## src/rtl/pipe_pkg.sv

```systemverilog
// Shared definitions for the CPU pipeline stage registers.
// Latency: n/a (constants and types only).
// Backpressure: n/a.
package pipe_pkg;

  localparam int XLEN    = 32;
  localparam int IF_ID_W = 64;

  localparam logic [31:0] NOP_INST = 32'h0000_0000;

  // Occupancy of a pipeline stage: nothing held, main entry held,
  // main and skid entries held.
  typedef enum logic [1:0] {
    EMPTY = 2'd0,
    BUSY  = 2'd1,
    FULL  = 2'd2
  } stage_state_e;

endpackage

```

## src/rtl/pipe_stage_reg.sv

```systemverilog
// Pipeline stage register: valid/ready payload hand-off with flush and bubble fill.
// Latency: 1 cycle from in_fire to out_valid/out_data (both registered).
// Backpressure: base build stalls via combinational in_ready = ~out_valid | out_ready;
//   with PIPE_STAGE_REG_SKID_EN a skid entry absorbs one beat and in_ready is registered.
module pipe_stage_reg
  import pipe_pkg::*;
#(
  parameter int                DATA_W     = IF_ID_W,
  parameter logic [DATA_W-1:0] BUBBLE_VAL = '0
) (
  input  logic              clk,
  input  logic              clrn,
  input  logic              flush,
  input  logic              in_valid,
  output logic              in_ready,
  input  logic [DATA_W-1:0] in_data,
  output logic              out_valid,
  input  logic              out_ready,
  output logic [DATA_W-1:0] out_data
);

  stage_state_e      state_q, state_d;
  logic [DATA_W-1:0] main_q, main_d;
  logic              out_valid_q;
  logic              in_fire;
  logic              out_fire;

`ifdef PIPE_STAGE_REG_SKID_EN
  // Second entry holding the beat accepted while downstream was stalled.
  logic [DATA_W-1:0] skid_q, skid_d;
  logic              in_ready_q;

  assign in_ready = in_ready_q;
`else
  // Single entry: we can take a new beat if empty or if the current one leaves now.
  assign in_ready = ~out_valid_q | out_ready;
`endif

  assign in_fire   = in_valid & in_ready;
  assign out_fire  = out_valid_q & out_ready;
  assign out_valid = out_valid_q;
  assign out_data  = main_q;

  // Next-state and next-payload selection; flush overrides every transition.
  always_comb begin
    state_d = state_q;
    main_d  = main_q;
`ifdef PIPE_STAGE_REG_SKID_EN
    skid_d  = skid_q;
`endif
    case (state_q)
      EMPTY: begin
        if (in_fire) begin
          state_d = BUSY;
          main_d  = in_data;
        end
      end
      BUSY: begin
`ifdef PIPE_STAGE_REG_SKID_EN
        if (in_fire && !out_fire) begin
          state_d = FULL;
          skid_d  = in_data;
        end else if (in_fire && out_fire) begin
          main_d  = in_data;
        end else if (out_fire) begin
          state_d = EMPTY;
          main_d  = BUBBLE_VAL;
        end
`else
        // in_fire implies out_ready here, so the entry is simply replaced.
        if (in_fire) begin
          main_d  = in_data;
        end else if (out_fire) begin
          state_d = EMPTY;
          main_d  = BUBBLE_VAL;
        end
`endif
      end
`ifdef PIPE_STAGE_REG_SKID_EN
      FULL: begin
        // in_ready is low in FULL, so only the drain edge can move us.
        if (out_fire) begin
          state_d = BUSY;
          main_d  = skid_q;
          skid_d  = BUBBLE_VAL;
        end
      end
`endif
      default: begin
        state_d = EMPTY;
        main_d  = BUBBLE_VAL;
      end
    endcase

    // A coincident in_fire is swallowed; a coincident out_fire already left.
    if (flush) begin
      state_d = EMPTY;
      main_d  = BUBBLE_VAL;
`ifdef PIPE_STAGE_REG_SKID_EN
      skid_d  = BUBBLE_VAL;
`endif
    end
  end

  // State and payload registers; reset takes priority over flush.
  always_ff @(posedge clk) begin
    if (!clrn) begin
      state_q     <= EMPTY;
      main_q      <= BUBBLE_VAL;
      out_valid_q <= 1'b0;
`ifdef PIPE_STAGE_REG_SKID_EN
      skid_q      <= BUBBLE_VAL;
      in_ready_q  <= 1'b1;
`endif
    end else begin
      state_q     <= state_d;
      main_q      <= main_d;
      out_valid_q <= (state_d != EMPTY);
`ifdef PIPE_STAGE_REG_SKID_EN
      skid_q      <= skid_d;
      in_ready_q  <= (state_d != FULL);
`endif
    end
  end

endmodule

```

## config.mk

```make
export PLATFORM = sky130hd
export DESIGN_NAME = pipe_stage_reg
export DESIGN_NICKNAME = d
export VERILOG_FILES = /design/src/rtl/pipe_pkg.sv /design/src/rtl/pipe_stage_reg.sv
export SDC_FILE = /design/constraint.sdc
export NUM_CORES = 1
export LEC_CHECK = 0
export BUFFER_PORTS_ARGS = -buffer_cell sky130_fd_sc_hd__clkbuf_2
export CORE_UTILIZATION = 32
export DETAILED_ROUTE_END_ITERATION = 16
export PLACE_DENSITY = 0.74
export SKIP_LAST_GASP = 1
export SYNTH_ARGS = -nofsm -noshare
export SYNTH_HDL_FRONTEND = slang
export SYNTH_SLANG_ARGS = --single-unit
```

## constraint.sdc

```tcl
create_clock -name clk -period 3.4 [get_ports clk]
set_input_delay 0.17 -clock clk [delete_from_list [all_inputs] [get_ports clk]]
set_output_delay 0.17 -clock clk [all_outputs]
set_load 0.02 [all_outputs]
```

### After elaboration in Yosys (flattened, before gate mapping)

Cells that the tools add are included.

| operators by class | value |
|---|---|
| eq/ne operators | 3 |
| reductions and logical operators | 4 |
| bitwise gates (word level) | 5 |
| mux-type cells | 9 |

Operators by type and width:

| kind | count |
|---|---|
| 64-bit two-way mux | 3 |
| 64-bit one-hot mux with 2 select lines | 1 |
| 2-bit two-way mux | 4 |
| 2-bit one-hot mux with 2 select lines | 1 |
| 3-bit inequality test (second input constant) | 1 |
| 1-bit bitwise AND | 2 |
| 2-bit by 1-bit equality test with 1-bit output (second input constant) | 1 |
| 2-bit logical NOT | 1 |
| 2-bit inequality test (second input constant) | 1 |
| 1-bit NOT | 2 |
| 2-bit AND reduction | 1 |
| 2-bit nonzero test | 1 |
| 2-bit OR reduction | 1 |
| 1-bit bitwise OR | 1 |

| storage, ports and cells | value |
|---|---|
| input bits | 69 |
| register bits after elaboration | 67 |
| output and inout bits | 66 |

### Depth between registers and ports, before layout

Gate-level depths: netlist (run 1).

| logic depth | value |
|---|---|
| word-level depth | 7 |
| gate-level depth with buffers | 5 |
| gate-level depth less buffers | 3 |

### Worst setup path after synthesis (run 1)

OpenSTA, ideal clock, no wires.

| timing | value |
|---|---|
| kind | register to register |
| from | register out_valid_q (netlist: out_valid) |
| to | register main_q[0] (netlist: out_data[0]) |
| stages on the path, launching flop included | 6 |
| path buffers | 2 |
| required time | 3,283 ps |
| arrival time | 1,369 ps |
| library setup time | 117 ps |
| setup slack | 1,914 ps |
| clock period less this slack | 1,486 ps |
| cells stage by stage | dfxtp_1 -> nand2b_1 -> and3_1 -> buf_6 -> buf_6 -> a22o_1 |

| on the way | value |
|---|---|
| word-level cells in the longest chain between the ends | 5 |
| elaborated cells between the ends (all ways) | 9 |
| classes of those cells | eq/ne: 2; mux: 2; bitwise: 4; reduce/logical: 1 |

RTL lines:

| what | line | source |
|---|---|---|
| start, declared | pipe_stage_reg.sv:24 | `logic out_valid_q;` |
| start signal, assigned | pipe_stage_reg.sv:118 | `out_valid_q <= (state_d != EMPTY);` |
| 1-bit NOT (*) | pipe_stage_reg.sv:36 | `assign in_ready = ~out_valid_q \| out_ready;` |
| 1-bit bitwise OR (*) | pipe_stage_reg.sv:36 |  |
| named net in_ready | pipe_stage_reg.sv:15 | `output logic in_ready,` |
| 1-bit bitwise AND (*) | pipe_stage_reg.sv:39 | `assign in_fire = in_valid & in_ready;` |
| 64-bit two-way mux, or another cell as far along | pipe_stage_reg.sv:71 | `if (in_fire) begin` |
| 64-bit one-hot mux with 2 select lines or 2-bit AND reduction (tied branches) | -- |  |
| end signal, assigned | pipe_stage_reg.sv:117 | `main_q <= main_d;` |
| end, declared | pipe_stage_reg.sv:23 | `logic [DATA_W-1:0] main_q, main_d;` |

The timed path passes the listed nets; every way through them passes the cells marked *.
A chain may end at the register's enable or synchronous reset.

### Final worst setup path (run 1)

| timing | value |
|---|---|
| from | register state_q[1] |
| to | register main_q[14] (netlist: out_data[14]) |

| on the way | value |
|---|---|
| word-level cells in the longest chain between the ends | 3 |
| elaborated cells between the ends (all ways) | 6 |
| classes of those cells | eq/ne: 3; mux: 1; reduce/logical: 2 |

RTL lines:

| what | line | source |
|---|---|---|
| start, declared | pipe_stage_reg.sv:22 | `stage_state_e state_q, state_d;` |
| start signal, assigned | pipe_stage_reg.sv:116 | `state_q <= state_d;` |
| 2-bit by 1-bit equality test with 1-bit output or 2-bit logical NOT (tied branches) | pipe_stage_reg.sv:51 | `case (state_q)` |
| 3-bit inequality test (no source line) or 2-bit inequality test (tied branches) | -- |  |
| 2-bit AND reduction (no source line) | -- |  |

Parallel ways exist; a longest one is shown, timed or not.

==> impl_metrics.tcl, run 1 <==
set metrics [dict create \
    grt_overflow 0 \
    cts_buffer_depth 2 \
    whs_path_depth 2 \
    start_kind "register" \
    initialDrtViolationCount 36 \
    routed_wl_um 4680 \
    postSynthNetCount 224 \
    post_dp_cell_area_sq_um 2770 \
    grt_setup_unrepaired "no" \
    dieArea_sq_um 7190 \
    diodes 0 \
    grt_first_pass_wirelength_um 7410 \
    ant_nets 0 \
    via_per_inst 4.73 \
    place_ws_ps 1550 \
    synth_area_sq_um 2190 \
    track_usage 0.132 \
    clock-skew-final_ps 6.46 \
    coreArea_sq_um 6490 \
    synthToLayoutAreaGrowth_pct 35.1 \
    path_delay_family "simple AND/OR/NAND/NOR gates" \
    vias 1740 \
    cts_inserted_buffers 9 \
    postSynthAreaPerCell_sq_um 14.2 \
    die_h_um 84.8 \
    drv_slew 0 \
    final_area_sq_um 2960 \
    start_util 0.338 \
    grt_max_degree 65 \
    yosysUniqueCellTypes 13 \
    irDropWorstVdd_v 0.000270 \
    hold_viol 0 \
    clk_latency_ps 320 \
    critPathKind "register to register" \
    antenna_found_initial 0 \
    yosys-top-cells-count "dfxtp_1, a22o_1, buf_12, buf_6, a21oi_1" \
    path_max_fanout 64 \
    routedWlPerCell_um 12.7 \
    end_kind "register" \
    tightest_slew_ps 1130 \
    cts_resized 0 \
    cap_violations 0 \
    reg2reg_from "state_q[1]" \
    yosysWarnings 0 \
    status "complete, but fails checks" \
    p_per_area_nw_per_um2 524 \
    crit_chain "nor3b_2 > and3_2 > a22o_1" \
    synthArstFlopShare 0 \
    synth_top_area_cell "dfxtp_1" \
    clk_pin_slew_ps 70 \
    tns_ps 0 \
    slew_headroom 0.250 \
    die_w_um 84.8 \
    gp_congestion 0.703 \
    ios 135 \
    synth.top_cell.area_share 0.612 \
    hp-class "input pin to register" \
    htree_levels 3 \
    cts.sinks 67 \
    drc 9 \
    fin_crit_sh 0.545 \
    hold_buffers 0 \
    cts_tree "built" \
    grt_pass1_vias 1649 \
    port_buffers 134 \
    ys_seq_elements 67 \
    dr.pass1.iters 11 \
    synth_ff_type "dfxtp_1" \
    synth.most_common_cell "dfxtp_1" \
    rows 29 \
    critPathRequiredTime_ps 3660 \
    cellLeakagePower_nw 1.48 \
    nets 356 \
    fin_ws_ps 1550 \
    failed_checks "design-rule violations" \
    hold_start "in_data[32]" \
    synth_area_leaders "dfxtp_1, a22o_1, buf_12" \
    synth_edf_count 0 \
    fmax_ghz 0.540 \
    hpwlAfterDp_um 3260 \
    cts_setup_buffers 0 \
    cp.arrival_ps 2110 \
    setup_viol 0 \
    period_needed_ps 1850 \
    cp_slowest_stage_delay_ps 960 \
    cts_root_buffer "clkbuf_8" \
    synthCells 155 \
    r2r_slack_ps 1550 \
    r2r-end "out_data[14]" \
    min_to "out_data[32]" \
    cp_slowest_cell "and3_2" \
    ff2ff_path_depth 3 \
    seq_area_frac_synth 0.612 \
    crit_buf_inv 0 \
    drive_above_1_share 0.519 \
    fin_hold_ws_ps 50.4 \
]
-- stage by stage --
step	std cells	utilization	total power [W]
2_1_floorplan	155	-	0.000882
3_3_place_gp	353	0.427	0.000928
3_5_place_dp	353	0.427	0.000930
4_1_cts	368	0.456	0.00157
5_1_grt	368	0.456	0.00162
6_report	368	0.456	0.00155
-- power breakdown --
part | internal [W] | switching, W | leakage (nW)
Clock | 0.000374 | 0.000267 | 0.0995
Sequential | 0.000801 | 0.00000852 | 0.543
Combinational | 0.0000501 | 0.0000521 | 0.839
Total | 0.00123 | 0.000327 | 1.48
-- metal layers --
metal | share of wire | track usage
met5 | 0 | 0
met4 | 0.014 | 0.0693
met3 | 0.084 | 0.0482
met2 | 0.48 | 0.217
met1 | 0.43 | 0.151
-- worst reg2reg max path: stages (launching register included) --
cell and delay [ps]:
dfxtp_1 310, nor3b_2 230, and3_2 960, a22o_1 300
-- cells by family (layout without fill, tap and decap cells) --
group / Yosys count / after routing / share of synthesized area
AND/OR/NAND/NOR: 3 / 3 / 0.0114
multiplexers: 1 / 1 / 0.00456
buffers and inverters: 14 / 150 / 0.0998
AO/OA/AOI/OAI: 69 / 69 / 0.271
flip-flops: 67 / 67 / 0.612
other: 1 / 1 / 0.00171
-- layout make-up --
| cell class | instances | area [sq um] |
|---|---|---|
| Sequential cell | 67 | 1340 |
| Clock inverter | 2 | 35.0 |
| Fill cell | 621 | 3530 |
| Timing Repair Buffer | 135 | 691 |
| Tap cell | 77 | 96.3 |
| Multi-Input combinational cell | 74 | 642 |
| Clock buffer | 13 | 159 |
-- state kept, by name, summed over array words and instances (netlist names) --
signal and flops:
state_q 2, out_data 64, out_valid 1
-- cells in the final DEF (no fill, tap or decap) --
cell type	synthesis	routed
clkbuf_8	0	11
nand2b_1	1	1
a21o_1	1	1
conb_1	1	1
nor3b_2	1	1
a22o_1	64	64
a21oi_1	2	2
bufinv_16	0	1
clkbuf_2	0	134
o21ai_0	1	1
clkinv_2	0	1
and3_2	0	1
buf_12	7	1
dfxtp_1	67	67
clkbuf_1	0	2
mux2i_1	1	1
a21boi_4	0	1
-- worst max-delay path by stage --
stage | from | depth (start not counted) | to | slack (ps)
after floorplan | out_valid | 5 | out_data[0] | 1910
after global placement | state_q[1] | 3 | out_data[13] | 1640
after detailed placement | state_q[1] | 3 | out_data[37] | 1550
after CTS | state_q[1] | 3 | out_data[14] | 1540
after global routing | state_q[1] | 3 | out_data[14] | 1380
final | state_q[1] | 3 | out_data[14] | 1550
No activity file was read; power rests on OpenSTA's default activity.
==> run 2: changes to the inputs <==
- PLACE_DENSITY: 0.74 -> 0.76
- clock period: 3.4 -> 1.6 ns (I/O delays scaled with it)
==> impl_metrics.tcl, run 2 (synthesis results as in run 1) <==
set metrics [dict create \
    drv_slew 0 \
    gp_congestion 0.681 \
    initialDrtViolationCount 47 \
    track_usage 0.168 \
    irDropWorstVdd_v 0.000480 \
    grt_pass1_vias 2067 \
    fmax_ghz 0.758 \
    fin_crit_sh 0.825 \
    p_per_area_nw_per_um2 978 \
    diodes 0 \
    failed_checks "design-rule violations" \
    final_cell_mix "clkbuf_2, dfxtp_1, a22o_1, dlygate4sd3_1, clkbuf_8" \
    synthToLayoutAreaGrowth_pct 66.7 \
    largest_register_ff_count 64 \
    routedWlPerCell_um 13.4 \
    setup_viol 0 \
    rows 29 \
    p_total_w 0.00357 \
    via_per_inst 4.59 \
    hold_buffers 64 \
    layout_commonest_cell "clkbuf_2" \
    grt_first_pass_wirelength_um 9340 \
    cts_resized 0 \
    path_delay_family "simple AND/OR/NAND/NOR gates" \
    whs_path_depth 4 \
    start_util 0.338 \
    die_w_um 84.8 \
    grt_overflow 0 \
    critPathKind "register to register" \
    port_buffers 134 \
    cts_inserted_buffers 9 \
    crit_cells 4 \
    antenna_found_initial 0 \
    cp.arrival_ps 1540 \
    drc 10 \
    coreArea_sq_um 6490 \
    drive_above_1_share 0.433 \
    dr.pass1.iters 10 \
    hold_viol 0 \
    end_kind "register" \
    period_needed_ps 1320 \
    fillers 551 \
    clock-skew-final_ps 8.62 \
    cts_setup_buffers 0 \
    hp-class "input pin to register" \
    cts_root_buffer "clkbuf_8" \
    crit_buf_inv 1 \
    ff2ff_path_depth 4 \
    grt_setup_unrepaired "no" \
    die_h_um 84.8 \
    clk_pin_slew_ps 70 \
    fin_ws_ps 280 \
    crit_chain "nand2b_1 > and3_2 > buf_12 > a22o_1" \
    htree_levels 3 \
    multi_input_area_sq_um 642 \
    cellLeakagePower_nw 1.77 \
    ios 135 \
    start_kind "register" \
    regArea_sq_um 1340 \
    cts.sinks 67 \
    cp_slowest_stage_delay_ps 400 \
    cts_buffer_depth 2 \
    ant_nets 0 \
    dieArea_sq_um 7190 \
    hpwlAfterDp_um 3140 \
    vias 1998 \
    path_max_fanout 51 \
    critPathRequiredTime_ps 1820 \
    nets 422 \
    cp_slowest_cell "dfxtp_1" \
    clk_latency_ps 330 \
    cap_violations 0 \
    routed_wl_um 5810 \
    cts_tree "built" \
    tns_ps 0 \
    place_ws_ps 276 \
    grt_max_degree 65 \
    status "complete, but fails checks" \
]
[run 2: cell types whose count changed in the layout (fill, tap and decap cells not counted)]
cell / change
bufinv_16: +1
clkbuf_1: -1
clkbuf_8: -2
dlygate4sd3_1: +64
buf_4: +1
clkinvlp_4: +1
buf_12: +1
clkinv_4: +2
[run 2: tightest hold or removal path, delay by kind of cell]
family,cells,cell delay (ps)
simple gates,1,40
buf+inv,1,80
compound gates,2,140
[run 2: where the power goes]
group / switching, W / leakage, nW / internal, W
combinational: 0.000139 / 1.12 / 0.000210
sequential: 0.0000184 / 0.543 / 0.00170
clock: 0.000627 / 0.106 / 0.000880
total: 0.000784 / 1.77 / 0.00279
[run 2: final cells by class]
class | instances | share of cell area
timing repair buffer | 201 | 0.372
sequential | 67 | 0.367
multi-input combinational | 74 | 0.176
clock buffer | 10 | 0.0349
tap | 77 | 0.0264
clock inverter | 6 | 0.0246
[run 2: stage by stage]
stage          instance area, sq um  cells  utilization  hold slack (ps)
3_5_place_dp                   2800    355        0.431              294
2_1_floorplan                  2190    155            -              205
4_1_cts                        3660    435        0.563             57.1
3_3_place_gp                   2800    355        0.431              289
6_report                       3660    435        0.563             74.9
5_1_grt                        3660    435        0.563             94.8
[run 2: path summary, 6_finish.rpt]
path,start,endpoint,slack (ps)
worst max-delay path,out_valid,out_data[6],280
worst min-delay path,flush,state_q[0],70
worst max register to register,out_valid,out_data[6],280
worst min register to register,out_data[2],out_data[2],480
[run 2: routing by layer]
layer,share of wire,track usage,vias to the layer above,wire [um]
li1,-,-,997,-
met3,0.066,0.0393,12,386
met2,0.50,0.302,93,2880
met1,0.42,0.184,896,2420
met4,0.020,0.0832,0,119
met5,0,0,-,0
==> run 3: changes to the inputs <==
- PLACE_DENSITY: 0.76 -> 0.74
- clock period: 1.6 -> 1.4 ns (I/O delays scaled with it)
==> impl_metrics.tcl, run 3 (synthesis results as in run 1) <==
set metrics [dict create \
    status "complete, but fails checks" \
    failed_checks "design-rule violations" \
    grt_overflow 0 \
    gp_congestion 0.710 \
    hold_viol 0 \
    ant_nets 0 \
    cts_buffer_depth 2 \
    seq_power_share 0.513 \
    vias 2031 \
    ios 135 \
    critPathLaunch "state_q[1]" \
    via_per_inst 4.67 \
    fin_cells 435 \
    antenna_found_initial 0 \
    fin_crit_sh 0.895 \
    p_sw_w 0.000860 \
    cts.sinks 67 \
    critPathKind "register to register" \
    initialDrtViolationCount 52 \
    fin_ws_ps 146 \
    drc 8 \
    place_inst 356 \
    clk_latency_ps 330 \
    power_frac_clock 0.381 \
    reg2reg_from "state_q[1]" \
    routed_wl_um 6090 \
    grt_max_degree 35 \
    hp-class "input pin to register" \
    dr.pass1.iters 11 \
    cts_tree "built" \
    clock-skew-final_ps 10.4 \
    cap_violations 0 \
    grt_pass1_vias 2113 \
    final_cell_mix "clkbuf_2, dfxtp_1, a22o_1, dlygate4sd3_1, clkbuf_8" \
    end_kind "register" \
    die_w_um 84.8 \
    dieArea_sq_um 7190 \
    cellLeakagePower_nw 1.76 \
    p_per_area_nw_per_um2 1050 \
    layout_commonest_cell "clkbuf_2" \
    critPathRequiredTime_ps 1670 \
    grt_first_pass_wirelength_um 9560 \
    synthToLayoutAreaGrowth_pct 66.2 \
    setup_viol 0 \
    hold_start "flush" \
    intPower_w 0.00297 \
    swShare 0.225 \
    period_needed_ps 1250 \
    cp.arrival_ps 1520 \
    routedWlPerCell_um 14.0 \
    p_total_w 0.00383 \
    grt_setup_unrepaired "no" \
    drive_above_1_share 0.436 \
    cts_inserted_buffers 9 \
    path_max_fanout 30 \
    hpwlAfterDp_um 3300 \
    place_ws_ps 99.1 \
    clk_pin_slew_ps 70 \
    htree_levels 3 \
    cts_setup_buffers 0 \
    fmax_ghz 0.798 \
    die_h_um 84.8 \
    nets 423 \
    rows 29 \
    largest_register_ff_count 64 \
    coreArea_sq_um 6490 \
    start_kind "register" \
    p_comb_frac 0.106 \
    tns_ps 0 \
    irDropWorstVdd_v 0.000521 \
    start_util 0.338 \
    drv_slew 0 \
    track_usage 0.173 \
    diodes 0 \
    cts_root_buffer "clkbuf_8" \
    port_buffers 134 \
]
==> run 3: cell types whose count changed in the layout (fill, tap and decap cells not counted), sizes merged <==
cell | previous run | this run
clkbuf | 144 | 148
clkinv | 3 | 0
bufinv | 2 | 0
buf | 3 | 4
==> run 3: metal layers <==
layer,global-route usage,share of wire,vias to the layer above
li1,-,-,993
met1,0.164,0.39,930
met2,0.322,0.53,87
met3,0.0560,0.054,21
met4,0.108,0.032,0
met5,0,0,-
==> run 3: layout make-up <==
cell class	count	area, sq um
multi-input cells	74	644
flip-flops and latches	67	1340
fillers	538	2850
clock inverters	1	7.51
repair buffers	202	1380
clock buffers	14	173
well taps	77	96.3
==> run 3: final timing paths <==
kind                       end  slack (ps)  cells after the start
setup / recovery  out_data[14]         150                      4
hold / removal       out_valid          80                      4
setup reg to reg  out_data[14]         150                      4
hold reg to reg   out_data[63]         480                      1
==> run 3: timing repair <==
action | in CTS | in global routing
setup endpoints to repair | 0 | 28
hold endpoints to repair | 64 | 0
gates resized for setup | 0 | 1
hold buffers | 64 | 0
==> run 3: metrics by stage <==
stage | hold WS (ps) | cell area (sq um) | utilization
final | 77.8 | 3650 | 0.561
after global routing | 74.7 | 3650 | 0.561
after CTS | 58.7 | 3640 | 0.561
after detailed placement | 283 | 2820 | 0.434
after global placement | 279 | 2820 | 0.434
after floorplan | 195 | 2200 | -
==> run 3: worst max-delay path: stages, from the launching register on <==
cell	delay, ps
dfxtp_1	310
nor3b_2	210
and3_2	260
buf_6	240
a22o_1	170
==> run 3: power groups by stage <==
stage	registers [W]	clock network [W]	logic, W
5_1_grt	0.00197	0.00160	0.000434
6_report	0.00197	0.00146	0.000406
4_1_cts	0.00196	0.00151	0.000399
3_3_place_gp	0.00201	0	0.000254
3_5_place_dp	0.00201	0	0.000258
2_1_floorplan	0.00205	0	0.0000920
